## src/rtl/pos_move_scheduler.sv

```systemverilog
// pos_move_scheduler: arbitrates button steps and host commands onto the cursor
// position registers, with saturation, sticky edge-hit flags and atomic snapshot.
module pos_move_scheduler #(
    parameter int         STEP_DIV = 4,
    parameter logic [7:0] X_MAX    = 8'd255,
    parameter logic [7:0] Y_MAX    = 8'd255
) (
    input  logic       clk,
    input  logic       rst,
    input  logic [3:0] dir_udlr,
    input  logic       host_req,
    input  logic [1:0] host_cmd,
    input  logic [7:0] host_x,
    input  logic [7:0] host_y,
    output logic       host_ack,
    input  logic       snap_req,
    output logic [7:0] x_pos,
    output logic [7:0] y_pos,
    output logic [7:0] snap_x,
    output logic [7:0] snap_y,
    output logic [7:0] snap_status,
    output logic [7:0] status
);
    localparam int DW = STEP_DIV > 1 ? $clog2(STEP_DIV) : 1;
    localparam logic [DW-1:0] DIV_LAST = DW'(STEP_DIV - 1);
    localparam logic [0:0] IDLE = 1'b0, APPLY = 1'b1;

    // Returns {hit_min, hit_max, value} for one saturating unit step.
    function automatic logic [9:0] sat_step(input logic [7:0] v, input logic inc,
                                            input logic dec, input logic [7:0] mx);
        sat_step = (inc && !dec) ? ((v >= mx) ? {2'b01, v} : {2'b00, v + 8'd1})
                 : (dec && !inc) ? ((v == 8'd0) ? {2'b10, v} : {2'b00, v - 8'd1})
                 : {2'b00, v};
    endfunction

    logic [0:0]    state_q, state_d;
    logic          grant_host_q, grant_host_d;
    logic          last_grant_q, last_grant_d;
    logic          btn_pend_q, btn_pend_d;
    logic [3:0]    btn_dir_q, btn_dir_d;
    logic [DW-1:0] div_q, div_d;
    logic [7:0]    x_q, x_d, y_q, y_d;
    logic [3:0]    hit_q, hit_d;
    logic [7:0]    snap_x_q, snap_x_d, snap_y_q, snap_y_d, snap_st_q, snap_st_d;
    logic          tick, arm, idle, apply, hreq, do_move, do_set, do_home;
    logic [3:0]    mv;
    logic [9:0]    xs, ys;

    always_comb begin
        idle         = state_q == IDLE;
        apply        = state_q == APPLY;
        tick         = div_q == DIV_LAST;
        arm          = tick && ((dir_udlr[3] ^ dir_udlr[2]) || (dir_udlr[1] ^ dir_udlr[0]));
        hreq         = host_req && idle;
        mv           = grant_host_q ? host_x[3:0] : btn_dir_q;
        xs           = sat_step(x_q, mv[0], mv[1], X_MAX);
        ys           = sat_step(y_q, mv[3], mv[2], Y_MAX);
        do_move      = apply && (!grant_host_q || host_cmd == 2'b00);
        do_set       = apply && grant_host_q && host_cmd == 2'b01;
        do_home      = apply && grant_host_q && host_cmd == 2'b10;
        x_d          = do_move ? xs[7:0] : do_set ? ((host_x > X_MAX) ? X_MAX : host_x)
                     : do_home ? 8'd0 : x_q;
        y_d          = do_move ? ys[7:0] : do_set ? ((host_y > Y_MAX) ? Y_MAX : host_y)
                     : do_home ? 8'd0 : y_q;
        hit_d        = (snap_req ? 4'd0 : hit_q) | (do_move ? {xs[9:8], ys[9:8]} : 4'd0);
        btn_pend_d   = arm ? 1'b1 : (apply && !grant_host_q) ? 1'b0 : btn_pend_q;
        btn_dir_d    = arm ? dir_udlr : btn_dir_q;
        div_d        = tick ? '0 : div_q + DW'(1);
        // On contention the requester that did not win last time gets the slot.
        grant_host_d = idle ? hreq && (!btn_pend_q || !last_grant_q) : grant_host_q;
        state_d      = (idle && (hreq || btn_pend_q)) ? APPLY : IDLE;
        last_grant_d = apply ? grant_host_q : last_grant_q;
        snap_x_d     = snap_req ? x_q : snap_x_q;
        snap_y_d     = snap_req ? y_q : snap_y_q;
        snap_st_d    = snap_req ? status : snap_st_q;
    end

    always_ff @(posedge clk) begin
        if (rst) begin
            state_q      <= IDLE;
            grant_host_q <= 1'b0;
            last_grant_q <= 1'b1;
            btn_pend_q   <= 1'b0;
            btn_dir_q    <= 4'd0;
            div_q        <= '0;
            x_q          <= 8'd0;
            y_q          <= 8'd0;
            hit_q        <= 4'd0;
            snap_x_q     <= 8'd0;
            snap_y_q     <= 8'd0;
            snap_st_q    <= 8'd0;
        end else begin
            state_q      <= state_d;
            grant_host_q <= grant_host_d;
            last_grant_q <= last_grant_d;
            btn_pend_q   <= btn_pend_d;
            btn_dir_q    <= btn_dir_d;
            div_q        <= div_d;
            x_q          <= x_d;
            y_q          <= y_d;
            hit_q        <= hit_d;
            snap_x_q     <= snap_x_d;
            snap_y_q     <= snap_y_d;
            snap_st_q    <= snap_st_d;
        end
    end

    assign host_ack    = apply && grant_host_q && !rst;
    assign status      = {apply, btn_pend_q, last_grant_q, 1'b0, hit_q};
    assign x_pos       = x_q;
    assign y_pos       = y_q;
    assign snap_x      = snap_x_q;
    assign snap_y      = snap_y_q;
    assign snap_status = snap_st_q;
endmodule

```

## config.mk

```make
export PLATFORM = sky130hd
export DESIGN_NAME = pos_move_scheduler
export DESIGN_NICKNAME = d
export VERILOG_FILES = /design/src/rtl/pos_move_scheduler.sv
export SDC_FILE = /design/constraint.sdc
export NUM_CORES = 1
export LEC_CHECK = 0
export CORE_MARGIN = 10
export CORE_UTILIZATION = 44
export DETAILED_ROUTE_END_ITERATION = 7
export GPL_TIMING_DRIVEN = 0
export HOLD_SLACK_MARGIN = 0.03
export PLACE_DENSITY_LB_ADDON = 0.2
export SLEW_MARGIN = 5
export SYNTH_ARGS = -nofsm -noshare
export SYNTH_HDL_FRONTEND = slang
export SYNTH_SLANG_ARGS = --single-unit
export TNS_END_PERCENT = 30
```

## constraint.sdc

```tcl
create_clock -name clk -period 2.05 [get_ports clk]
set_clock_uncertainty 0.05 [all_clocks]
set_input_delay 0.3075 -clock clk [delete_from_list [all_inputs] [get_ports clk]]
set_output_delay 0.3075 -clock clk [all_outputs]
set_load 0.05 [all_outputs]
```

# Word level (Yosys, flattened, before mapping)
# Cells that the tools add are included.
# totals
mem_bits_ro,0
latch_bits,0
out_inout_bits,49
mem_count,0
mem_bits_rw,0
ff_bits,53
word_cells,89
inputBits,26
# classes
magnitude_cmp,4
bitwise,4
muxes,21
n_mul,0
n_addsub,5
n_shift,0
div,0
eq_ne,9
n_reduce_logical,34
# op_table
op,count
10-bit two-way mux,6
8-bit two-way mux,7
9-bit two-way mux,2
"8-bit by 1-bit adder with 8-bit output, second input constant",2
"8-bit >= comparator, second input constant",2
"8-bit greater-than comparator, second input constant",2
8-bit logical NOT,2
"8-bit by 1-bit subtractor with 8-bit output, second input constant",2
1-bit logical AND,14
4-bit two-way mux,3
"3-bit inequality test, second input constant",4
1-bit logical NOT,8
4-bit AND reduction,2
"3-bit by 1-bit inequality test with 1-bit output, second input constant",2
"2-bit == test, second input constant",2
1-bit logical OR,4
4-bit bitwise OR,1
1-bit two-way mux,3
3-bit nonzero test,1
"2-bit by 1-bit adder with 2-bit output, second input constant",1
"2-bit by 1-bit == test with 1-bit output, second input constant",1
2-bit logical NOT,1
2-bit nonzero test,1
2-bit OR reduction,1
2 further kinds,3

# Logic depth before layout (Yosys ltp)
# logic_depth
word_depth,7
mapped_depth,8
depth_no_buf,7

# Least setup slack after synthesis
# No wires, ideal clock.
# synth_timing
path_type,register to register
start,reg x_q[1] (netlist: x_pos[1])
end,reg x_q[3] (netlist: x_pos[3])
required_ns,1.881
setup_slack_ns,-0.353
period_less_slack_ns,2.403
arrival_time_ns,2.234
setup_time_ns,0.119
path_buffers,0
stages_incl_launch_ff,7
cell_sequence,dfxtp_1 ha_1 nand3_1 o22ai_1 nor2_1 mux4_2 o221a_1
# synth_between
elab_chain_cells,5
word_cells_on_any_way,12
cone_classes,add/sub (2); order compare (1); eq/ne (2); mux (5); reduce/logical (2)
# synth_rtl
element,line_no,source
from (decl),42,"logic [7:0] x_q, x_d, y_q, y_d;"
from (signal assigned),86,x_q <= 8'd0;
from (signal assigned),99,x_q <= x_d;
8-bit by 1-bit subtractor with 8-bit output,32,": (dec && !inc) ? ((v == 8'd0) ? {2'b10, v} : {2'b00, v - 8'd1})"
10-bit two-way mux (2 in series),32,
10-bit two-way mux,31,"sat_step = (inc && !dec) ? ((v >= mx) ? {2'b01, v} : {2'b00, v + 8'd1})"
8-bit two-way mux,61,x_d = do_move ? xs[7:0] : do_set ? ((host_x > X_MAX) ? X_MAX : host_x)
# Parallel ways exist; a longest one is shown, timed or not. The select of a mux whose other input is x is not followed.
# A chain may end at the register's enable or synchronous reset.

# Worst setup path in the final report
# layout_timing
start,reg y_q[1] (netlist: y_pos[1])
end,reg y_q[5] (netlist: y_pos[5])
# layout_between
elab_chain_cells,5
word_cells_on_any_way,12
cone_classes,add/sub (2); order compare (1); eq/ne (2); mux (5); reduce/logical (2)
# layout_rtl
element,line_no,source
from (decl),42,
from (signal assigned),100,y_q <= y_d;
8-bit by 1-bit subtractor with 8-bit output,32,
10-bit two-way mux (2 in series),32,
10-bit two-way mux,31,
8-bit two-way mux,63,y_d = do_move ? ys[7:0] : do_set ? ((host_y > Y_MAX) ? Y_MAX : host_y)
# Parallel ways exist; a longest one is shown, timed or not. The select of a mux whose other input is x is not followed.

==> metrics.txt <==
Max Cap Viol=0; clock latency on the worst-skew pair=0.31 ns; row count=29; Multi-input gate area=0.001859 sq mm; Area growth syn-to-layout=43.77%; P per Cell Area=546.1 mW/mm^2; crit path max fanout=7; leakage power=1.677 nW; Max VDD drop=0.2649 mV; Critical Path Start Type=register; hold depth=1; DP Area=0.003822 sq mm; Tot GR Track Use=17.84%; FF+latch count, synth=53; DR DRC count=0; Critical Setup Path Class=reg -> reg; cell count after synthesis=353; HPWL after DPL=6820 um; fin worst setup slack=-0.07646 ns; GPL Wtd Cong=0.9277; die width=101.9 um; routed wire length per instance=18.43 um; placed instance count=502; vias in the first global route=2895; filler cell count=544; Worst Hold End=div_q[0]; root buf cell=clkbuf_8; Die ar.=0.01039 sq mm; R2R setup slack=-0.08 ns; Initial Util=45.98%; num ports=75; most frequent cells in the layout=66 x clkdlybuf4s50_1, 49 x nor2_1, 42 x dfxtp_1; min-delay src=div_q[0]; final instance count without filler cells=529; vias=3106; crit path DAT=2.24 ns; Post-synth EDFFs=0; Power Total=2.319 mW; R2R depth=9; Hold WS=0.3884 ns; failing checks=setup timing; layout cells sized above 1=19.47%; die height=101.9 um; antenna violations before repair=0; slowest library cell on the worst path=or4b_4; Clk pin slew, worst setup/hold paths=0.10 ns; unrepaired setup endpoints after global routing=true; Routed Antenna Nets=0; yosys warns=0; final net count=484; fin crit share=103.7%; hold_buf cts=0; r2r startpoint=y_pos[1]; RR Endpoint=y_pos[5]; total grt overflow=0; sequential area share after synthesis=35.93%; global-route wire length before repair=14910 um; Fin Setup TNS=-0.3525 ns; clock buffer depth=2; min-delay worst type=reg -> reg; outcome=finished with violations; core area=0.006422 sq mm; number of buffers created by CTS=5; Final setup violation count=9; initial DRC count=222; Setup crit end kind=register; Mean Syn Cell Area=8.365 sq um; slowest stage delay, CP=0.49 ns; Buffers on Ports=71; minimum clock period=2.126 ns; Final Cell Area=0.004245 sq mm; final WL=9748 um; largest net degree at the start of global routing=17; Async S/R FF share, synth=0%; WP data required=2.16 ns; total clock sinks=53; Antenna Cells=0; H-tree Lvls=2; CTS tree=built; f_max=470.3 MHz; mapped cell area=0.002953 sq mm; storage element area=0.001090 sq mm; Slew Limit Fails=0; final hold vios=0; First-pass DRT Iterations=5; CP Cell Sequence=inv_4, ha_4, or4b_4, o22ai_4, buf_12, buf_8, nand3_1, o31ai_1, o32ai_1; Yosys cell types=60; most common cell after layout, fill and taps aside=clkdlybuf4s50_1; Slew HR=50.96%; DR vias/cell=5.871; worst slew pin tran=0.7356 ns; Primary FF master, synth=dfxtp_1
registers in the layout (all words and copies together) (netlist names):
| signal | flops |
|---|---|
| hit_q | 4 |
| last_grant_q | 1 |
| x_pos | 8 |
| btn_pend_q | 1 |
| snap_status | 7 |
| snap_x | 8 |
| snap_y | 8 |
| btn_dir_q | 4 |
| div_q | 2 |
| grant_host_q | 1 |
| y_pos | 8 |
| apply | 1 |
routing by layer:
metal | GRT usage [%] | vias to the layer above | part of all wire, %
met3 | 4.521 | 21 | 8.1
met4 | 5.206 | 0 | 2.0
met5 | 0 | - | 0
met2 | 30.72 | 149 | 50
met1 | 21.46 | 1447 | 40
li1 | - | 1489 | -
area by class of cell:
type	instances	area share, %
well taps	77	2.269
multi-input cells	258	43.80
repair buffers	93	21.28
clock inverters	2	0.2947
inverters	14	1.415
plain buffers	26	3.566
flip-flops and latches	53	25.67
clock buffers	6	1.709
how the worst max path moves through the flow:
stage	start	to	slack, ns	cells past startpoint
floorplan	x_pos[4]	x_pos[3]	-0.1	5
global placement	rst	host_ack	-0.84	5
detailed placement	rst	host_ack	-0.84	5
CTS	y_pos[1]	y_pos[1]	-0.04	9
global route	y_pos[1]	y_pos[5]	-0.11	9
finish	y_pos[1]	y_pos[5]	-0.08	9
cell usage after synthesis (all sizes together), types with 9 or more instances:
| master | number | area, sq um |
|---|---|---|
| a21oi | 16 | 80.08 |
| buf | 15 | 88.83 |
| clkbuf | 14 | 53.80 |
| dfxtp | 53 | 1061 |
| inv | 14 | 52.55 |
| mux2i | 27 | 270.3 |
| nand2 | 20 | 75.07 |
| nand3 | 10 | 50.05 |
| nor2 | 49 | 183.9 |
| o21ai | 15 | 75.07 |
| o22ai | 16 | 120.1 |
| or3 | 9 | 56.30 |
cells by family after synthesis:
| kind of cell | share of synthesized area (%) |
|---|---|
| compound gates | 21.23 |
| xor+xnor | 0.8900 |
| fa+ha+maj | 2.966 |
| buf+inv | 6.610 |
| flops | 35.93 |
| mux | 9.915 |
| other cells | 0.1270 |
| simple gates | 22.33 |
power breakdown:
part,switching [mW],internal [mW]
clock,0.349,0.243
combinational,0.361,0.263
sequential,0.0395,1.06
total,0.749,1.57
metrics by stage:
step                setup slack (ns)  utilization [%]
global route                 -0.1144            66.10
floorplan                   -0.09587                -
finish                      -0.07646            66.10
global placement             -0.8358            59.52
CTS                         -0.04436            63.14
detailed placement           -0.8413            59.52
timing repair:
action                                  CTS  global route
endpoints found under the setup margin   18            20
endpoints found under the hold margin     0             0
pin swaps                                 8            13
setup buffers                            10            11
resized for setup                        24            29
cloned                                    1             0
worst max-delay path: cells and delay by family, from the launching register on:
family                     cells  cell delay [ns]
AOI/OAI and AO/OA              3             0.50
adders and majority gates      1             0.13
buffers and inverters          3             0.35
DFF                            1             0.38
and+or+nand+nor                2             0.56
Note: power is estimated with default switching activity, not from simulation.
